## src/rtl/operand_load_sequencer_pkg.sv

```systemverilog
// Shared definitions for the operand load sequencer and its datapath.
// The slot constants fix the op mapping that both sides must agree on.
package operand_load_sequencer_pkg;

    typedef enum logic [1:0] {
        StLoad  = 2'd0,
        StWait  = 2'd1,
        StHold  = 2'd2,
        StFlush = 2'd3
    } seq_state_e;

    localparam logic [1:0] SLOT_A = 2'd0;
    localparam logic [1:0] SLOT_B = 2'd1;
    localparam logic [1:0] SLOT_C = 2'd2;
    localparam logic [1:0] SLOT_D = 2'd3;

    // Slot fill order A -> B -> C -> D, wrapping back to A.
    function automatic logic [1:0] next_slot(input logic [1:0] slot);
        logic [1:0] nxt;
        case (slot)
            SLOT_A:  nxt = SLOT_B;
            SLOT_B:  nxt = SLOT_C;
            SLOT_C:  nxt = SLOT_D;
            default: nxt = SLOT_A;
        endcase
        return nxt;
    endfunction

endpackage

```

## src/rtl/op_timeout_timer.sv

```systemverilog
// Loadable up-counter with clear and enable, flagging terminal count at TIMEOUT-1.
// Priority: clear, then load, then enable.
module op_timeout_timer #(
    parameter int unsigned TO_W    = 4,
    parameter int unsigned TIMEOUT = 8
) (
    input  logic            clock,
    input  logic            rst_n,
    input  logic            clear,
    input  logic            load,
    input  logic [TO_W-1:0] load_value,
    input  logic            enable,
    output logic            tc
);

    localparam logic [TO_W-1:0] TcValue = TO_W'(TIMEOUT - 1);

    logic [TO_W-1:0] count_q, count_d;

    // Next count selection.
    always_comb begin
        count_d = count_q;
        if (clear) begin
            count_d = '0;
        end else if (load) begin
            count_d = load_value;
        end else if (enable) begin
            count_d = count_q + 1'b1;
        end
    end

    // Count register.
    always_ff @(posedge clock or negedge rst_n) begin
        if (!rst_n) begin
            count_q <= '0;
        end else begin
            count_q <= count_d;
        end
    end

    assign tc = (count_q == TcValue);

endmodule

```

## src/rtl/operand_load_sequencer.sv

```systemverilog
// Sequencer that streams four operands into the datapath slots, waits for the
// datapath result, and hands it off on a valid/ready port. Owns datapath clear.
module operand_load_sequencer
    import operand_load_sequencer_pkg::*;
#(
    parameter int unsigned W_IN    = 4,
    parameter int unsigned W_RES   = 5,
    parameter int unsigned TIMEOUT = 8,
    parameter int unsigned TO_W    = 4
) (
    input  logic             clock,
    input  logic             rst_n,
    input  logic             in_valid,
    input  logic [W_IN-1:0]  in_data,
    output logic             in_ready,
    output logic             res_valid,
    output logic [W_RES-1:0] res_data,
    input  logic             res_ready,
    input  logic             flush,
    output logic [1:0]       dp_op,
    output logic             dp_capture,
    output logic [W_IN-1:0]  dp_data,
    output logic             dp_rst_n,
    input  logic [W_RES-1:0] dp_result,
    input  logic             dp_valid,
    output logic             busy,
    output logic             err
);

    seq_state_e       state_q, state_d;
    logic [1:0]       slot_q, slot_d;
    logic             res_valid_q, res_valid_d;
    logic [W_RES-1:0] res_data_q, res_data_d;
    logic             err_q, err_d;
    logic             dp_rst_n_q;
    logic             timer_clear;
    logic             timer_tc;

    // Timer runs only while the FSM stays in WAIT; any other cycle resets it.
    assign timer_clear = (state_q != StWait) || (state_d != StWait);

    op_timeout_timer #(
        .TO_W    (TO_W),
        .TIMEOUT (TIMEOUT)
    ) u_timer (
        .clock      (clock),
        .rst_n      (rst_n),
        .clear      (timer_clear),
        .load       (1'b0),
        .load_value ('0),
        .enable     (1'b1),
        .tc         (timer_tc)
    );

    // Handshake outputs and next-state logic; flush overrides every state.
    always_comb begin
        state_d     = state_q;
        slot_d      = slot_q;
        res_valid_d = res_valid_q;
        res_data_d  = res_data_q;
        err_d       = 1'b0;
        in_ready    = (state_q == StLoad) && !flush;
        dp_capture  = in_valid && in_ready;

        if (flush) begin
            state_d     = StFlush;
            slot_d      = SLOT_A;
            res_valid_d = 1'b0;
        end else begin
            case (state_q)
                StLoad: begin
                    if (dp_valid) begin
                        // Datapath cannot be complete before slot D is written.
                        err_d       = 1'b1;
                        state_d     = StFlush;
                        slot_d      = SLOT_A;
                        res_valid_d = 1'b0;
                    end else if (dp_capture) begin
                        slot_d = next_slot(slot_q);
                        if (slot_q == SLOT_D) begin
                            state_d = StWait;
                        end
                    end
                end
                StWait: begin
                    if (dp_valid) begin
                        res_data_d  = dp_result;
                        res_valid_d = 1'b1;
                        state_d     = StHold;
                    end else if (timer_tc) begin
                        err_d       = 1'b1;
                        state_d     = StFlush;
                        slot_d      = SLOT_A;
                        res_valid_d = 1'b0;
                    end
                end
                StHold: begin
                    if (res_ready) begin
                        res_valid_d = 1'b0;
                        state_d     = StLoad;
                    end
                end
                default: begin
                    state_d = StLoad;
                end
            endcase
        end
    end

    // State and output registers; datapath clear is low throughout FLUSH.
    always_ff @(posedge clock or negedge rst_n) begin
        if (!rst_n) begin
            state_q     <= StLoad;
            slot_q      <= SLOT_A;
            res_valid_q <= 1'b0;
            res_data_q  <= '0;
            err_q       <= 1'b0;
            dp_rst_n_q  <= 1'b0;
        end else begin
            state_q     <= state_d;
            slot_q      <= slot_d;
            res_valid_q <= res_valid_d;
            res_data_q  <= res_data_d;
            err_q       <= err_d;
            dp_rst_n_q  <= (state_d != StFlush);
        end
    end

    assign res_valid = res_valid_q;
    assign res_data  = res_data_q;
    assign err       = err_q;
    assign dp_rst_n  = dp_rst_n_q;
    assign dp_op     = slot_q;
    assign dp_data   = in_data;
    assign busy      = (state_q != StLoad) || (slot_q != SLOT_A);

endmodule

```

## config.mk

```make
export PLATFORM = sky130hd
export DESIGN_NAME = operand_load_sequencer
export DESIGN_NICKNAME = d
export VERILOG_FILES = /design/src/rtl/operand_load_sequencer_pkg.sv /design/src/rtl/op_timeout_timer.sv /design/src/rtl/operand_load_sequencer.sv
export SDC_FILE = /design/constraint.sdc
export NUM_CORES = 1
export LEC_CHECK = 0
export CORE_MARGIN = 1.5
export CORE_UTILIZATION = 48
export DETAILED_ROUTE_END_ITERATION = 8
export PLACE_DENSITY = 0.9
export SYNTH_ARGS = -nofsm -noshare
export SYNTH_HDL_FRONTEND = slang
export SYNTH_HIERARCHICAL = 1
export SYNTH_SLANG_ARGS = --single-unit
```

## constraint.sdc

```tcl
create_clock -name clock -period 5 [get_ports clock]
set_input_delay 1 -clock clock [delete_from_list [all_inputs] [get_ports clock]]
set_output_delay 1 -clock clock [all_outputs]
set_load 0.03 [all_outputs]
```

---- Word-level counts from Yosys, hierarchy flattened ----
Index checks and enable logic that the tools add are counted.
operators by class
  $add $sub $neg .......................... 1
  equal/unequal tests ..................... 15
  multiplexer cells ....................... 27
  bitwise logic cells ..................... 1
  reductions and logical operators ........ 14
operator list
  operator                                       count
  2-to-1 mux 2 bit                               12
  != test 3 bit, second input constant           4
  one-hot mux 2 bit (3 select lines)             2
  2-to-1 mux 1 bit                               9
  != test 4 bit, second input constant           2
  AND reduction 4 bit                            2
  == test 2 bit, second input constant           3
  adder 4 x 1 -> 4 bit, second input constant    1
  == test 2 x 1 -> 1 bit, second input constant  2
  == test 4 x 3 -> 1 bit, second input constant  1
  zero test 2 bit                                2
  2-to-1 mux 4 bit                               1
  != test 2 x 1 -> 1 bit, second input constant  2
  one-hot mux 2 bit (2 select lines)             1
  nonzero test 2 bit                             2
  nonzero test 4 bit                             1
  one-hot mux 1 bit (3 select lines)             1
  AND reduction 3 bit                            1
  nonzero test 3 bit                             1
  logical AND 1 bit                              2
  logical OR 1 bit                               2
  != test 2 bit, second input constant           1
  one-hot mux 1 bit (2 select lines)             1
  zero test 1 bit                                1
  inverter 1 bit                                 1
word-level totals
  register bits after elaboration ......... 16
  bits of input ports ..................... 15
  output and inout bits ................... 17
  word-level logic and storage cells ...... 65

---- Depth between registers and ports, before layout ----
  word-level depth ........................ 10
  mapped depth ............................ 9
  depth with buffers taken out ............ 9

---- Modules after synthesis ----
Netlist, hierarchy kept.
modules (own cells, without submodules)
  module                  instances  cells each  area each (um^2)  sequential area each (um^2)
  operand_load_sequencer  1          78          745.7             300.3
  op_timeout_timer        1          24          232.7             100.1

---- Worst setup path after synthesis ----
No wires, ideal clock.
  path kind ............................... input to output
  start ................................... in flush
  end ..................................... out dp_capture
  data arrival time ....................... 1.995 ns
  required time ........................... 4.000 ns
  path slack .............................. 2.005 ns
  cell stages on the path ................. 3
  buffers on the path ..................... 1
  path through ............................ buf_4 -> nor2b_1 -> and2_1
between the ends
  word-level cells in the longest chain between the ends .. 3
ends and longest elaborated chain
  item               RTL line                      text
  start, declared    operand_load_sequencer.sv:19  input logic flush,
  zero test 1 bit    operand_load_sequencer.sv:62  in_ready = (state_q == StLoad) && !flush;
  logical AND 1 bit  operand_load_sequencer.sv:62
  via in_ready       operand_load_sequencer.sv:15  output logic in_ready,
  logical AND 1 bit  operand_load_sequencer.sv:63  dp_capture = in_valid && in_ready;
  end, declared      operand_load_sequencer.sv:21  output logic dp_capture,
The timed path passes the listed nets, and every way through them passes these cells.

---- Final worst setup path ----
  start ................................... in flush
  end ..................................... out dp_capture
between the ends
  word-level cells in the longest chain between the ends .. 3
ends and longest elaborated chain
  item               RTL line
  zero test 1 bit    operand_load_sequencer.sv:62
  logical AND 1 bit  operand_load_sequencer.sv:62
  logical AND 1 bit  operand_load_sequencer.sv:63
Every way passes these cells.

==> run_results.csv <==
group,metric,value,unit
status,status,"finished, final reports clean",
sta,finalCritPeriodShare,71.3,%
cells_and_area,area_growth,28.0,%
die,core,0.00194,mm^2
sta,final.min_clock_period,3.56,ns
sta,fmax,281,MHz
routing,drtIter0Drc,2,
sta,worst_pin_slew,0.702,ns
routing,wirelength,1900,um
cells_and_area,post_route_cells_drive_above_1_share,7.81,%
sta,fin_setup_tns,0,ns
clock_network,cts_tree,"yes",
power_and_ir_drop,clkPwrFrac,20.9,%
global_route,track_usage,20.1,%
die,ioPinCount,32,
sta,fin_skew,0.00546,ns
clock_network,ctsHoldBuffers,0,
clock_network,cts_resized,0,
synth,yosysMostFrequentCell,"dfrtp_1",
power_and_ir_drop,sw_frac_of_total,35.3,%
global_route,grt_pass1_vias,733,
cells_and_area,diodes,0,
synth,synthMuxAreaShare,12.0,%
die,die_w,48.2,um
cells_and_area,nets,151,
run,drv_cap,0,
clock_network,path_clk_slew,0.09,ns
synth,synth_edf_count,0,
clock_network,clock_latency,0.29,ns
clock_network,h-tree-depth,1,
power_and_ir_drop,powerDensity,333,mW/mm^2
sta,rsz0062_at_grt,"false",
synth,synth_seq_cells,16,
synth,yosysTopAreaCell,"dfrtp_1",
power_and_ir_drop,ir_drop,0.281,mV
setup_path,critPathMaxFanout,10,
cells_and_area,ff_latch_area,400,um^2
synth,synth_commonest_cells,"16 x dfrtp_1, 9 x nand2_1, 8 x nor2_1, 7 x ha_1, 7 x inv_1",
synth,yosys-top-cells-area,"dfrtp_1 41%, ha_1 9.0%, mux2_2 5.8%",
sta,finalSetupViolations,0,
setup_path,arrival,2.56,ns
synth,yosys.area_share.simple,15.6,%
routing,vias,756,
routing,avgViaCountPerCell,4.88,
place,io_buffer_count,23,
place,hpwlAfterDp,1510,um
clock_network,clockBufferDepth,2,
worst_hold_path,hp-class,"flip-flop to flip-flop",
power_and_ir_drop,total_power,0.417,mW
setup_path,worst-endpoint-required,4.00,ns
routing,drt_first_pass_iters,4,
clock_network,clock-sinks,16,
power_and_ir_drop,seqPwrFrac,39.8,%
routing,wl_per_cell,12.3,um
die,die-area,0.00232,mm^2
sta,maxSlewViolCount,0,
synth,ys_seq_area_share,40.9,%
power_and_ir_drop,combPwrFrac,39.3,%
cells_and_area,multi_input_area,526,um^2
global_route,grt_start_max_net_pins,17,
synth,synth_top_family_by_area,"simple AND/OR/NAND/NOR gates",
routing,drc,0,
synth,netlist_instances,102,
sta,hold_viol_final,0,
die,num_rows,16,
synth,synthArstFlopShare,100,%
place,pre_cts_slack,1.43,ns
clock_network,cts_setup_buffers,0,
cells_and_area,finalNonFillerCells,155,
global_route,grt_pass1_wl,3080,um
synth,synth-warning-count,6,
routing,drtAntennaViolNets,0,
cells_and_area,final_core_util,64.5,%
synth,synth_xor_area_share,2.69,%
setup_path,worstSetupEndpointType,"primary output",
power_and_ir_drop,leakagePower,0.569,nW
synth,synth_flop_cell,"dfrtp_1",
die,initial_core_util,50.4,%
setup_path,r2r_setup_slack,2.90,ns
synth,synthAdderAreaFrac,8.95,%
clock_network,clock-root-buffer,"clkbuf_4",
setup_path,startpoint_type,"primary input",
synth,synth_compound_area_share,11.0,%
sta,slew_headroom,53.1,%
synth,synthesis.area,978,um^2
power_and_ir_drop,intPower,0.270,mW
place,dp_cells,151,
global_route,grt_antenna_before_repair,0,
die,die_y,48.2,um
place,place_congestion,0.779,
setup_path,critPathKind,"primary input to primary output",
global_route,grt_remaining_overflow,0,
power_and_ir_drop,p_sw,0.147,mW
synth,yosysUniqueCellTypes,29,
sta,setup_slack,1.44,ns
clock_network,numCtsBuffers,3,
synth,avgSynthCellArea,9.59,um^2
cells_and_area,nFillCells,153,
synth,synth_top_cell_area_share,40.9,%
==> worst max-delay path: stages <==
cell	delay [ns]
clkdlybuf4s50_1	0.56
nor2b_1	0.20
and2_1	0.15
clkdlybuf4s50_1	0.66
==> final timing paths <==
| path | to | from | cells past startpoint |
|---|---|---|---|
| min reg2reg | res_data[0]$_DFFE_PN0P_ | res_data[0]$_DFFE_PN0P_ | 1 |
| max in group asynchronous | u_timer/count_q[0]$_DFFE_PN0P_ | rst_n | 1 |
| min | res_data[0]$_DFFE_PN0P_ | res_data[0]$_DFFE_PN0P_ | 1 |
| max | dp_capture | flush | 4 |
| max reg2reg | u_timer/count_q[3]$_DFFE_PN0P_ | state_q[0]$_DFF_PN0_ | 8 |
| min in group asynchronous | dp_op[0]$_DFFE_PN0P_ | rst_n | 1 |
==> placed cells by master (no fill, tap or decap), types with 3 or more instances in the layout <==
cell type | netlist | routed
mux2i_1 | 5 | 5
a31oi_1 | 3 | 3
clkdlybuf4s50_1 | 0 | 23
dfrtp_1 | 16 | 16
ha_1 | 7 | 7
inv_1 | 7 | 7
nor2_1 | 8 | 8
o21ai_0 | 4 | 4
nor2b_1 | 4 | 4
clkbuf_4 | 0 | 3
mux2_2 | 5 | 5
conb_1 | 2 | 9
a21oi_1 | 5 | 5
nand2_1 | 9 | 9
==> state kept, by name, indices dropped and copies added (netlist names) <==
signal	count
u_timer/count_q	4
dp_op	2
res_data	5
dp_rst_n	1
res_valid	1
state_q	2
err	1
==> kinds of logic (layout without fill, tap and decap cells) <==
logic type	Yosys count	count (layout)
compound gates	17	17
xor+xnor	3	3
mux	11	11
simple gates	31	31
buf+inv	15	34
flops	16	16
other cells	2	9
fa+ha+maj	7	7
==> area by class of cell <==
cell class | instances | share of cell area, %
multi-input cells | 78 | 42.0
flip-flops and latches | 16 | 32.0
repair buffers | 23 | 18.4
clock buffers | 4 | 2.90
well taps | 27 | 2.70
inverters | 7 | 2.10
==> through the flow <==
step	hold slack, ns	cell area, um^2
floorplan	0.575	1000
global route	0.544	1250
global placement	0.486	1220
finish	0.530	1250
CTS	0.527	1250
detailed placement	0.505	1220
==> power groups by stage <==
stage | clock network, mW | logic (mW) | registers (mW)
finish | 0.0870 | 0.164 | 0.166
global route | 0.0935 | 0.174 | 0.168
CTS | 0.0879 | 0.164 | 0.166
detailed placement | 0 | 0.163 | 0.169
global placement | 0 | 0.159 | 0.166
floorplan | 0 | 0.0664 | 0.205
==> routing by layer <==
| metal | vias up | share of wire [%] | track usage (%) |
|---|---|---|---|
| met5 | - | 0 | 0 |
| met4 | 0 | 2.4 | 13.5 |
| met3 | 5 | 5.0 | 4.07 |
| met2 | 22 | 51 | 32.9 |
| met1 | 347 | 41 | 23.7 |
| li1 | 382 | - | - |
No activity file was read; power rests on OpenSTA's default activity.
